`src/rtl/vga_buf_pkg.sv`:
```
// Shared definitions for the ping-pong line-buffer controller:
// read FSM encoding, default counter width and the bank address helper.
package vga_buf_pkg;

  typedef enum logic [1:0] {
    IDLE  = 2'd0,
    READ  = 2'd1,
    DRAIN = 2'd2
  } rd_state_e;

  localparam int unsigned ADDR_WIDTH_DEF = 11;
  localparam int unsigned CNT_W          = ADDR_WIDTH_DEF - 1;

  // Bank bit sits directly above the cnt_w-bit pixel count.
  function automatic logic [31:0] bank_addr(input logic        bank,
                                            input logic [30:0] cnt,
                                            input int unsigned cnt_w);
    return ({31'd0, bank} << cnt_w) | {1'b0, cnt};
  endfunction

endpackage

```
`src/rtl/vga_buffer_ctrl.sv`:
```
// Ping-pong line-buffer controller: fills the free RAM bank from the pixel
// stream and plays full banks out with valid/ready backpressure.
module vga_buffer_ctrl
  import vga_buf_pkg::*;
#(
  parameter int unsigned DATA_WIDTH = 24,
  parameter int unsigned ADDR_WIDTH = 11,
  parameter int unsigned LINE_LEN   = 1024
) (
  input  logic                  vga_clk,
  input  logic                  vga_rst,
  input  logic                  in_valid,
  input  logic [DATA_WIDTH-1:0] in_data,
  output logic                  in_ready,
  output logic                  out_valid,
  output logic [DATA_WIDTH-1:0] out_data,
  output logic                  out_last,
  input  logic                  out_ready,
  output logic [DATA_WIDTH-1:0] mem_wdata,
  output logic [ADDR_WIDTH-1:0] mem_waddr,
  output logic                  mem_wr_en,
  output logic [ADDR_WIDTH-1:0] mem_raddr,
  output logic                  mem_rd_en,
  input  logic [DATA_WIDTH-1:0] mem_rdata,
  output logic [1:0]            lines_buffered
);

  localparam int unsigned CW = ADDR_WIDTH - 1;
  localparam logic [CW-1:0] LAST = CW'(LINE_LEN - 1);

  rd_state_e     state_q, state_d;
  logic          rst_q;
  logic          wr_bank_q, wr_bank_d;
  logic          rd_bank_q, rd_bank_d;
  logic [CW-1:0] wcnt_q, wcnt_d;
  logic [CW-1:0] rcnt_q, rcnt_d;
  logic [1:0]    full_q, full_d;
  logic [1:0]    lines_q, lines_d;
  logic          out_valid_q, out_valid_d;
  logic          out_last_q, out_last_d;
  logic          set_full, clr_full;

  always_comb begin
    state_d   = state_q;
    wr_bank_d = wr_bank_q;
    rd_bank_d = rd_bank_q;
    wcnt_d    = wcnt_q;
    rcnt_d    = rcnt_q;
    set_full  = 1'b0;
    clr_full  = 1'b0;
    mem_rd_en = 1'b0;

    in_ready  = !rst_q && !full_q[wr_bank_q];
    mem_wr_en = in_valid && in_ready;

    if (mem_wr_en) begin
      if (wcnt_q == LAST) begin
        wcnt_d    = '0;
        wr_bank_d = !wr_bank_q;
        set_full  = 1'b1;
      end else begin
        wcnt_d = wcnt_q + 1'b1;
      end
    end

    case (state_q)
      IDLE: begin
        if (full_q[rd_bank_q]) begin
          state_d = READ;
          rcnt_d  = '0;
        end
      end
      READ: begin
        mem_rd_en = !out_valid_q || out_ready;
        if (mem_rd_en) begin
          if (rcnt_q == LAST) state_d = DRAIN;
          else                rcnt_d  = rcnt_q + 1'b1;
        end
      end
      DRAIN: begin
        if (out_valid_q && out_ready && out_last_q) begin
          clr_full  = 1'b1;
          rd_bank_d = !rd_bank_q;
          rcnt_d    = '0;
          state_d   = IDLE;
        end
      end
      default: state_d = IDLE;
    endcase

    // Set and clear never target the same bank, so applying both is safe.
    full_d = full_q;
    if (clr_full) full_d[rd_bank_q] = 1'b0;
    if (set_full) full_d[wr_bank_q] = 1'b1;
    lines_d = {1'b0, full_d[0]} + {1'b0, full_d[1]};

    out_valid_d = mem_rd_en || (out_valid_q && !out_ready);
    out_last_d  = (mem_rd_en && (rcnt_q == LAST)) ||
                  (out_last_q && out_valid_q && !out_ready);
  end

  always_ff @(posedge vga_clk) begin
    rst_q <= vga_rst;
    if (vga_rst) begin
      state_q     <= IDLE;
      wr_bank_q   <= 1'b0;
      rd_bank_q   <= 1'b0;
      wcnt_q      <= '0;
      rcnt_q      <= '0;
      full_q      <= '0;
      lines_q     <= '0;
      out_valid_q <= 1'b0;
      out_last_q  <= 1'b0;
    end else begin
      state_q     <= state_d;
      wr_bank_q   <= wr_bank_d;
      rd_bank_q   <= rd_bank_d;
      wcnt_q      <= wcnt_d;
      rcnt_q      <= rcnt_d;
      full_q      <= full_d;
      lines_q     <= lines_d;
      out_valid_q <= out_valid_d;
      out_last_q  <= out_last_d;
    end
  end

  assign mem_wdata      = in_data;
  assign mem_waddr      = ADDR_WIDTH'(bank_addr(wr_bank_q, 31'(wcnt_q), CW));
  assign mem_raddr      = ADDR_WIDTH'(bank_addr(rd_bank_q, 31'(rcnt_q), CW));
  assign out_data       = mem_rdata;
  assign out_valid      = out_valid_q;
  assign out_last       = out_last_q;
  assign lines_buffered = lines_q;

endmodule

```
`config.mk`:
```
export PLATFORM = sky130hd
export DESIGN_NAME = vga_buffer_ctrl
export DESIGN_NICKNAME = d
export VERILOG_FILES = /design/src/rtl/vga_buf_pkg.sv /design/src/rtl/vga_buffer_ctrl.sv
export SDC_FILE = /design/constraint.sdc
export NUM_CORES = 1
export LEC_CHECK = 0
export ABC_AREA = 1
export CORE_AREA = 3 3 87 81
export DETAILED_ROUTE_END_ITERATION = 6
export DIE_AREA = 0 0 90 84
export GPL_ROUTABILITY_DRIVEN = 0
export PLACE_DENSITY = 0.75
export SLEW_MARGIN = 25
export SYNTH_ARGS = -nofsm -noshare
export SYNTH_HDL_FRONTEND = slang
export SYNTH_SLANG_ARGS = --single-unit
```
`constraint.sdc`:
```
create_clock -name vga_clk -period 1.6 [get_ports vga_clk]
set_input_delay 0.4 -clock vga_clk [delete_from_list [all_inputs] [get_ports vga_clk]]
set_output_delay 0.4 -clock vga_clk [all_outputs]
set_load 0.005 [all_outputs]
```
==> results of run 1 <==
==> cell usage in the layout (no fill, tap or decap), types with 10 or more instances in the layout <==
| master | n |
|---|---|
| a21oi_1 | 17 |
| buf_4 | 33 |
| clkdlybuf4s50_1 | 16 |
| dfxtp_1 | 11 |
| dfxtp_2 | 18 |
| dlygate4sd2_1 | 10 |
| inv_1 | 32 |
| nand2_1 | 66 |
| nand3_1 | 26 |
| nor2_1 | 35 |
==> kinds of logic after synthesis <==
family | share of synthesized area
xor gates and xnor gates | 0.0129
AOI/OAI and AO/OA | 0.0613
DFF | 0.304
buffers and inverters | 0.267
adders and majority gates | 0.0184
and+or+nand+nor | 0.336
==> what timing repair did <==
item | 4_1_cts | 5_1_grt
pin swaps | 2 | 6
buffers inserted | 3 | 2
hold buffers | 0 | 0
resized for setup | 40 | 21
endpoints found under the setup margin | 23 | 21
==> metal layers <==
| layer | vias up | global-route usage | share of wire |
|---|---|---|---|
| li1 | 942 | - | - |
| met1 | 824 | 0.135 | 0.44 |
| met2 | 41 | 0.189 | 0.48 |
| met3 | 11 | 0.0298 | 0.056 |
| met4 | 0 | 0.0570 | 0.018 |
| met5 | - | 0 | 0 |
==> stage by stage <==
step | hold WS, ns | utilization | cells | total power [mW]
2_1_floorplan | 0.428 | - | 305 | 1.04
3_3_place_gp | 0.476 | 0.368 | 397 | 1.06
3_5_place_dp | 0.486 | 0.368 | 397 | 1.06
4_1_cts | 0.496 | 0.388 | 408 | 1.67
5_1_grt | 0.518 | 0.398 | 410 | 1.74
6_report | 0.494 | 0.398 | 410 | 1.66
==> critical path, delay by kind of cell, from the launching register on <==
kind | cells | cell delay [ns]
fa+ha+maj | 2 | 0.38
buf+inv | 1 | 0.06
flops | 1 | 0.36
simple gates | 7 | 0.69
==> worst max path at each step <==
stage / startpoint / to / slack, ns / depth (start not counted)
after floorplan: wcnt_q[0] / lines_buffered[0] / 0.01 / 10
final: wcnt_q[0] / lines_buffered[0] / 0.01 / 10
after detailed placement: in_valid / mem_wr_en / -0.47 / 4
after CTS: out_valid / lines_buffered[0] / 0.008 / 9
after global routing: out_valid / lines_buffered[0] / -0.05 / 10
after global placement: out_ready / mem_rd_en / -0.46 / 4
==> where the power goes <==
part	total [mW]	switching, mW	leakage (nW)	internal (mW)
sequential	0.809	0.0172	0.261	0.792
clock	0.616	0.314	0.0402	0.302
combinational	0.235	0.124	0.798	0.112
==> state kept, by name, summed over array words and instances (netlist names) <==
name / cells
rst_q: 1
wcnt_q: 10
out_valid: 1
state_q: 2
rd_bank_q: 1
wr_bank_q: 1
full_q: 2
lines_buffered: 2
out_last: 1
rcnt_q: 10
==> layout make-up <==
cell class	count	area, µm²	area share
Multi-Input combinational cell	185	923	0.377
Sequential cell	31	651	0.266
Timing Repair Buffer	65	548	0.224
Inverter	34	128	0.0521
Tap cell	87	109	0.0445
Clock buffer	5	68.8	0.0281
Clock inverter	3	20.0	0.00818
==> flow_metrics.env, run 1 <==
export IMPL_status="finished clean"
export IMPL_vias_per_cell=4.43
export IMPL_grt_pass1_vias=1616
export IMPL_slew_headroom=0.838
export IMPL_critical_path_max_fanout=3
export IMPL_synth_top_area_cell="dfxtp_1"
export IMPL_ys_async_sr_fraction=0
export IMPL_irDropWorstVdd_uv=259
export IMPL_detail_route_antenna_nets=0
export IMPL_timing_final_crit_period_ns=1.59
export IMPL_die_area_mm2=0.00756
export IMPL_cts_buffer_depth=2
export IMPL_drive_gt1_frac=0.269
export IMPL_netlist_area_mm2=0.00204
export IMPL_core_region_area_mm2=0.00615
export IMPL_io_pin_count=129
export IMPL_holdPathStages=2
export IMPL_fillers=642
export IMPL_finalCritPeriodShare=0.993
export IMPL_drv_cap=0
export IMPL_rr_worst_depth=10
export IMPL_clockRootBuffer="clkbuf_8"
export IMPL_crit_required_ns=1.78
export IMPL_critPathSlowestCell="dfxtp_2"
export IMPL_ys_types=22
export IMPL_syn_nets=360
export IMPL_grt_max_degree=18
export IMPL_cts_buffers_inserted=5
export IMPL_grt_pass1_wl_um=7140
export IMPL_min_to="rcnt_q[4]"
export IMPL_first_pass_iters=4
export IMPL_syn_inst=305
export IMPL_critPathArrivalTime_ns=1.77
export IMPL_yosys_top_cells_area="dfxtp_1 30%, buf_4 18%, nand2_1 13%"
export IMPL_die_x_um=90
export IMPL_crit_type="register to register"
export IMPL_final_max_slew_violation_count=0
export IMPL_finClkSkew_ns=0.00855
export IMPL_htreeDepth=2
export IMPL_overflow=0
export IMPL_tightest_slew_ns=0.241
export IMPL_final_area_mm2=0.00245
export IMPL_cts_tree="built"
export IMPL_antenna_cells=0
export IMPL_yosysWarnings=0
export IMPL_fmax_mhz=630
export IMPL_reg2reg_from="wcnt_q[0]"
export IMPL_place_hpwl_um=3210
export IMPL_die_h_um=84
export IMPL_setup_ws_ns=0.0115
export IMPL_rsz0062_at_grt="true"
export IMPL_ys_ff_latch=31
export IMPL_grt_total_usage=0.114
export IMPL_r2r_end="lines_buffered[0]"
export IMPL_syn_to_final_growth_pct=20.0
export IMPL_drt_iter0_drc=120
export IMPL_port_buffers=32
export IMPL_clock_latency_ns=0.29
export IMPL_dp_slack_ns=-0.471
export IMPL_postSynthAreaPerCell_um2=6.69
export IMPL_yosysMostFrequentCell="nand2_1"
export IMPL_synth_ff_type="dfxtp_1"
export IMPL_critPathLaunchType="register"
export IMPL_ys_seq_area_frac=0.304
export IMPL_cts_num_sinks=31
export IMPL_synth_commonest_cells="69 x nand2_1, 50 x buf_4, 37 x nor2_1"
export IMPL_routedWlPerCell_um=10.7
export IMPL_setup_viol=0
export IMPL_drc=0
export IMPL_max_stage_delay_ns=0.36
export IMPL_hp_class="register to register"
export IMPL_rrSetupSlack_ns=0.01
export IMPL_synth_top_area_share=0.304
export IMPL_start_util=0.332
export IMPL_hp_start="rcnt_q[4]"
export IMPL_fin_tns_setup_ns=0
export IMPL_synth_edff_count=0
export IMPL_rows=27
export IMPL_routed_wl_um=4370
export IMPL_power_density_mw_per_mm2=679
export IMPL_vias=1818
export IMPL_post_dp_cell_area_mm2=0.00226
export IMPL_antenna_found_initial=0
export IMPL_p_leak_nw=1.10
export IMPL_cts_clk_slew_worst_paths_ns=0.07
export IMPL_finalHoldViolations=0
export IMPL_end_kind="register"
export IMPL_cp_cell_sequence="ha_4 -> nand2_2 -> nor2_1 -> nand4_1 -> nor2_2 -> nand2_1 -> nand2_1 -> ha_1 -> inv_1 -> nor2_1"
export IMPL_num_nets_final=377
No activity file was read; power rests on OpenSTA's default activity.
==> inputs of run 2 (changes only) <==
Settings changed: HOLD_SLACK_MARGIN set to 0.08.
==> results of run 2 <==
Final layout, timing and power as in run 1 (identical DEF).
